## src/rtl/vga_sync_receiver.sv

```systemverilog
// VGA capture front end: recovers x/y from hsync/vsync, checks line/frame lengths, gates colour.
// Defining VGA_RX_ERR_CNT_EN adds the saturating o_err_cnt output.
`timescale 1ns/1ps
module vga_sync_receiver #(
  parameter int H_TOTAL     = 800,
  parameter int V_TOTAL     = 526,
  parameter int H_ACT_FIRST = 145,
  parameter int H_ACT_LAST  = 783,
  parameter int V_ACT_FIRST = 36,
  parameter int V_ACT_LAST  = 514,
  parameter int LOCK_FRAMES = 2
) (
  input  logic       clk,
  input  logic       i_rst_n,
  input  logic       i_hsync,
  input  logic       i_vsync,
  input  logic [3:0] i_red,
  input  logic [3:0] i_green,
  input  logic [3:0] i_blue,
  output logic [9:0] o_x,
  output logic [9:0] o_y,
  output logic       o_pixel_valid,
  output logic [3:0] o_red,
  output logic [3:0] o_green,
  output logic [3:0] o_blue,
  output logic       o_frame_start,
  output logic       o_locked,
  output logic       o_line_err
`ifdef VGA_RX_ERR_CNT_EN
  ,
  output logic [7:0] o_err_cnt
`endif
);

  typedef enum logic [1:0] {UNLOCKED, CHECK, LOCKED} lock_state_t;

  localparam logic [9:0] CNT_MAX     = 10'd1023;
  localparam logic [9:0] H_LAST_CNT  = 10'(H_TOTAL - 1);
  localparam logic [9:0] V_LAST_CNT  = 10'(V_TOTAL - 1);
  localparam logic [9:0] HA_FIRST    = 10'(H_ACT_FIRST);
  localparam logic [9:0] HA_LAST     = 10'(H_ACT_LAST);
  localparam logic [9:0] VA_FIRST    = 10'(V_ACT_FIRST);
  localparam logic [9:0] VA_LAST     = 10'(V_ACT_LAST);
  localparam logic [3:0] LOCK_TARGET = 4'(LOCK_FRAMES);

  logic        s1_hsync, s1_vsync, s2_hsync;
  logic [3:0]  s1_red, s1_green, s1_blue;
  logic [9:0]  h_cnt, v_cnt, h_next, v_next;
  logic        h_aligned, v_aligned, vsync_at_rise;
  logic        hsync_rise, vsync_line;
  logic        line_err, timeout_err, frame_err, any_err;
  logic        pix_valid_d;
  lock_state_t state_q, state_d;
  logic [3:0]  good_cnt_q, good_cnt_d;

  always_ff @(posedge clk or negedge i_rst_n) begin
    if (!i_rst_n) begin
      s1_hsync <= 1'b0;
      s1_vsync <= 1'b0;
      s2_hsync <= 1'b0;
      s1_red   <= 4'd0;
      s1_green <= 4'd0;
      s1_blue  <= 4'd0;
    end else begin
      s1_hsync <= i_hsync;
      s1_vsync <= i_vsync;
      s2_hsync <= s1_hsync;
      s1_red   <= i_red;
      s1_green <= i_green;
      s1_blue  <= i_blue;
    end
  end

  // h_cnt passes through 1022 only once per line, so the timeout fires once and re-arms on the next rise.
  always_comb begin
    hsync_rise = s1_hsync & ~s2_hsync;
    vsync_line = hsync_rise & s1_vsync & ~vsync_at_rise;
    if (hsync_rise)
      h_next = 10'd0;
    else
      h_next = (h_cnt == CNT_MAX) ? h_cnt : h_cnt + 10'd1;
    v_next = v_cnt;
    if (vsync_line)
      v_next = 10'd0;
    else if (hsync_rise && v_cnt != CNT_MAX)
      v_next = v_cnt + 10'd1;
    line_err    = hsync_rise & h_aligned & (h_cnt != H_LAST_CNT);
    timeout_err = ~hsync_rise & h_aligned & (h_cnt == CNT_MAX - 10'd1);
    frame_err   = vsync_line & v_aligned & (v_cnt != V_LAST_CNT);
    any_err     = line_err | timeout_err | frame_err;
  end

  always_ff @(posedge clk or negedge i_rst_n) begin
    if (!i_rst_n) begin
      h_cnt         <= 10'd0;
      v_cnt         <= 10'd0;
      h_aligned     <= 1'b0;
      v_aligned     <= 1'b0;
      vsync_at_rise <= 1'b0;
    end else begin
      h_cnt <= h_next;
      v_cnt <= v_next;
      if (hsync_rise) begin
        h_aligned     <= 1'b1;
        vsync_at_rise <= s1_vsync;
      end
      if (vsync_line)
        v_aligned <= 1'b1;
    end
  end

  always_ff @(posedge clk or negedge i_rst_n) begin
    if (!i_rst_n) begin
      state_q    <= UNLOCKED;
      good_cnt_q <= 4'd0;
    end else begin
      state_q    <= state_d;
      good_cnt_q <= good_cnt_d;
    end
  end

  always_comb begin
    state_d    = state_q;
    good_cnt_d = good_cnt_q;
    case (state_q)
      UNLOCKED: begin
        if (vsync_line) begin
          state_d    = CHECK;
          good_cnt_d = 4'd0;
        end
      end
      CHECK: begin
        if (any_err) begin
          state_d = UNLOCKED;
        end else if (vsync_line) begin
          good_cnt_d = good_cnt_q + 4'd1;
          if (good_cnt_d == LOCK_TARGET)
            state_d = LOCKED;
        end
      end
      LOCKED: begin
        if (any_err)
          state_d = UNLOCKED;
      end
      default: state_d = UNLOCKED;
    endcase
  end

  // Validity and lock use the next state so they line up with the beat that caused the change.
  assign pix_valid_d = (state_d == LOCKED) &&
                       (h_next >= HA_FIRST) && (h_next <= HA_LAST) &&
                       (v_next >= VA_FIRST) && (v_next <= VA_LAST);

  always_ff @(posedge clk or negedge i_rst_n) begin
    if (!i_rst_n) begin
      o_x           <= 10'd0;
      o_y           <= 10'd0;
      o_pixel_valid <= 1'b0;
      o_red         <= 4'd0;
      o_green       <= 4'd0;
      o_blue        <= 4'd0;
      o_frame_start <= 1'b0;
      o_locked      <= 1'b0;
      o_line_err    <= 1'b0;
    end else begin
      o_x           <= h_next;
      o_y           <= v_next;
      o_pixel_valid <= pix_valid_d;
      o_red         <= pix_valid_d ? s1_red   : 4'd0;
      o_green       <= pix_valid_d ? s1_green : 4'd0;
      o_blue        <= pix_valid_d ? s1_blue  : 4'd0;
      o_frame_start <= (h_next == 10'd0) && (v_next == 10'd0);
      o_locked      <= (state_d == LOCKED);
      o_line_err    <= any_err;
    end
  end

`ifdef VGA_RX_ERR_CNT_EN
  always_ff @(posedge clk or negedge i_rst_n) begin
    if (!i_rst_n)
      o_err_cnt <= 8'd0;
    else if (any_err && o_err_cnt != 8'hFF)
      o_err_cnt <= o_err_cnt + 8'd1;
  end
`endif

endmodule

```

## config.mk

```make
export PLATFORM = sky130hd
export DESIGN_NAME = vga_sync_receiver
export DESIGN_NICKNAME = d
export VERILOG_FILES = /design/src/rtl/vga_sync_receiver.sv
export SDC_FILE = /design/constraint.sdc
export NUM_CORES = 1
export LEC_CHECK = 0
export ABC_CLOCK_PERIOD_IN_PS = 2500
export CAP_MARGIN = 15
export CORE_ASPECT_RATIO = 0.5
export CORE_MARGIN = 1
export CORE_UTILIZATION = 47
export DETAILED_ROUTE_END_ITERATION = 8
export HOLD_SLACK_MARGIN = 0.12
export MAX_ROUTING_LAYER = met4
export PLACE_DENSITY = 0.75
export SLEW_MARGIN = 20
export SYNTH_ARGS = -nofsm -noshare
export SYNTH_HDL_FRONTEND = slang
export SYNTH_SLANG_ARGS = --single-unit
```

## constraint.sdc

```tcl
create_clock -name clk -period 2.5 [get_ports clk]
set_clock_uncertainty 0.1 [all_clocks]
set_input_delay 0.375 -clock clk [delete_from_list [all_inputs] [get_ports clk]]
set_output_delay 0.375 -clock clk [all_outputs]
set_load 0.02 [all_outputs]
```

==> qor.yml <==
postSynthCellCount: 267
fp.coreArea_mm2: 0.005753
area_growth_syn_to_layout_pct: 38.27
path_delay_family: "compound AO/OA/AOI/OAI gates"
finalCriticalPeriod_ns: 2.405
grt_max_degree: 52
htree_levels: 3
hpwl_mm: 4.773
setup_viol: 0
power_density_mw_per_mm2: 754.4
synth_nets: 289
maxCapViolCount: 0
preCtsSetupSlack_ns: -0.2314
remaining_drc_errors: 0
port_buffers: 51
postPlaceCellArea_mm2: 0.003716
cts_tree: "yes"
yosysUniqueCellTypes: 63
slowest_delay_ns: 0.54
p_sw_frac: 0.3073
cts_sinks: 60
drt_iter0_markers: 149
synth-seq-cells: 60
synth-async-reset-ratio: 1.000
wl_mm: 7.037
pwr-share-seq: 0.384
slew_headroom: 0.6791
initial_core_util: 0.5115
avgViaCountPerCell: 5.539
ys.flop_type: "dfrtp_1"
outcome: "completed"
routabilityCongestion: 0.9414
nets: 369
synth_area_mm2: 0.002943
rows: 19
final_layout_size_suffix_gt1_frac: 0.2273
die_y_um: 57.95
worst_pin_slew_ns: 0.4751
p_sw_w: 0.0009433
overflow: 0
clk_path_buf_depth: 2
worstPathRequired_ns: 2.67
io_pins: 52
n_fill_cell: 427
die_x_um: 113.9
endpoint_kind: "flop"
grt_pass1_vias: 2386
hp-class: "in -> async"
synthTopCellsByArea: "dfrtp_1 (51%), nor3b_2 (3.8%), ha_1 (2.6%)"
design_area_mm2: 0.004069
numCtsBuffers: 9
clk_latency_ns: 0.33
start_kind: "flop"
antenna_found_initial: 0
fin_ws_ns: 0.09541
synth_warnings: 0
synth.avg_cell_area_um2: 11.02
path_buf_inv: 0
pwr-share-clk: 0.368
synth_edf_count: 0
p_int_w: 0.002126
critPathArrivalTime_ns: 2.57
drv_slew: 0
hold_viol: 0
antenna_left: 0
synth_seq_area_share: 0.5102
post-synth-top-count-cell: "dfrtp_1"
critPathKind: "reg -> reg"
fin_util: 0.7073
yosysTopAreaCell: "dfrtp_1"
final.period_utilization: 0.9618
synth.top_cell.area_share: 0.5102
grtUsageTotal: 0.2426
fmax_ghz: 0.4159
path_clk_slew_ns: 0.05
cp_cell_sequence: "or4b_1, o31ai_2, o41ai_1, a32o_2, or2_4, o21ai_0, a22o_1"
ys_top_cells_by_count: "dfrtp_1 (60), nor2_1 (20), nand2_1 (17)"
first_pass_iters: 5
slowest_stage: "or4b_1"
grt_pass1_wl_mm: 11.52
power_leakage_nw: 1.702
num_vias: 2415
worst-path-max-fanout: 8
drt-wirelength-per-cell_um: 16.14
diodes: 0
dieArea_mm2: 0.006601
root_buffer: "clkbuf_16"
pwr-share-comb: 0.248
vdd_drop_max_mv: 0.4268
sequential cells by signal (all words and copies together), names as in the netlist, 2 cells and up:
signal / flops
s1_green: 4
o_y: 10
o_x: 10
o_blue: 4
s1_red: 4
s1_blue: 4
state_q: 2
o_green: 4
o_red: 4
good_cnt_q: 4
power by group through the flow:
| stage | Combinational (W) | Sequential, W | Clock (W) |
|---|---|---|---|
| after floorplan | 0.000336 | 0.00125 | 0 |
| after global placement | 0.000727 | 0.00118 | 0 |
| after detailed placement | 0.000738 | 0.00118 | 0 |
| after CTS | 0.000746 | 0.00117 | 0.00115 |
| after global routing | 0.000827 | 0.00119 | 0.00121 |
| final | 0.000763 | 0.00118 | 0.00113 |
path summary, 6_finish.rpt:
check                                end       from  cells past startpoint  slack [ns]
setup / recovery           good_cnt_q[0]     o_x[5]                      7         0.1
hold / removal                    o_x[7]    i_rst_n                      2        0.35
setup reg to reg           good_cnt_q[0]     o_x[5]                      7         0.1
hold reg to reg                h_aligned  h_aligned                      1        0.37
max in group asynchronous  good_cnt_q[1]    i_rst_n                      3        1.41
min in group clk               h_aligned  h_aligned                      1        0.37
cell usage in the layout (no fill, tap or decap), drive strengths merged, types with 4 or more instances in the layout:
master         synthesis  layout
a211oi                 7       7
a21oi                 11      11
a31oi                  8       8
and3                   9       9
and4                   4       4
buf                   10      34
clkbuf                 5      11
clkdlybuf4s50          0      50
dfrtp                 60      60
ha                     6       6
inv                    8       8
nand2                 17      17
nand2b                 4       4
nand3                  7       7
nand4                  4       4
nor2                  20      20
nor3                   7       7
nor3b                 13      13
o21ai                  8       8
or3                    4       4
xnor2                  8       8
worst reg2reg max path: cells and delay by family (launching register included):
kind,cells,cell delay (ns)
compound gates,5,0.97
simple gates,2,0.82
flops,1,0.45
routing by layer:
layer | up-vias | track usage | routed length, um
met2 | 103 | 0.3798 | 3402
met3 | 12 | 0.07531 | 467
met5 | - | - | 0
met4 | 0 | 0.1020 | 124
met1 | 1157 | 0.2960 | 3043
li1 | 1143 | - | -
layout make-up:
| cell class | instances | area, um^2 | area share |
|---|---|---|---|
| well taps | 84 | 105.1 | 0.02583 |
| flip-flops and latches | 60 | 1504 | 0.3696 |
| multi-input cells | 183 | 1336 | 0.3284 |
| clock inverters | 5 | 37.54 | 0.009225 |
| inverters | 8 | 30.03 | 0.007380 |
| repair buffers | 85 | 813.3 | 0.1999 |
| clock buffers | 11 | 242.7 | 0.05966 |
cells by family after synthesis:
logic type,Yosys count,share of synthesized area
xor gates and xnor gates,10,0.02976
adders and majority gates,6,0.02551
DFF,60,0.5102
muxes,2,0.006803
and+or+nand+nor,109,0.2343
buffers and inverters,24,0.04932
AOI/OAI and AO/OA,56,0.1441
timing repair:
action                                 in CTS  in global routing
pin swaps                                   1                  0
setup buffers                               1                  0
endpoints found under the hold margin       9                  0
hold buffers                                1                  0
setup endpoints to repair                  13                 16
gates resized for setup                     1                 12
per-stage QoR:
| step | hold slack (ns) | total power [W] | cells | TNS [ns] |
|---|---|---|---|---|
| floorplan | -0.02059 | 0.001586 | 267 | 0 |
| global placement | 0.1596 | 0.001909 | 418 | -1.165 |
| detailed placement | 0.1625 | 0.001923 | 418 | -2.655 |
| CTS | 0.3537 | 0.003070 | 436 | 0 |
| global route | 0.3736 | 0.003228 | 436 | -0.01966 |
| finish | 0.3506 | 0.003070 | 436 | 0 |
No activity file was read; power rests on OpenSTA's default activity.
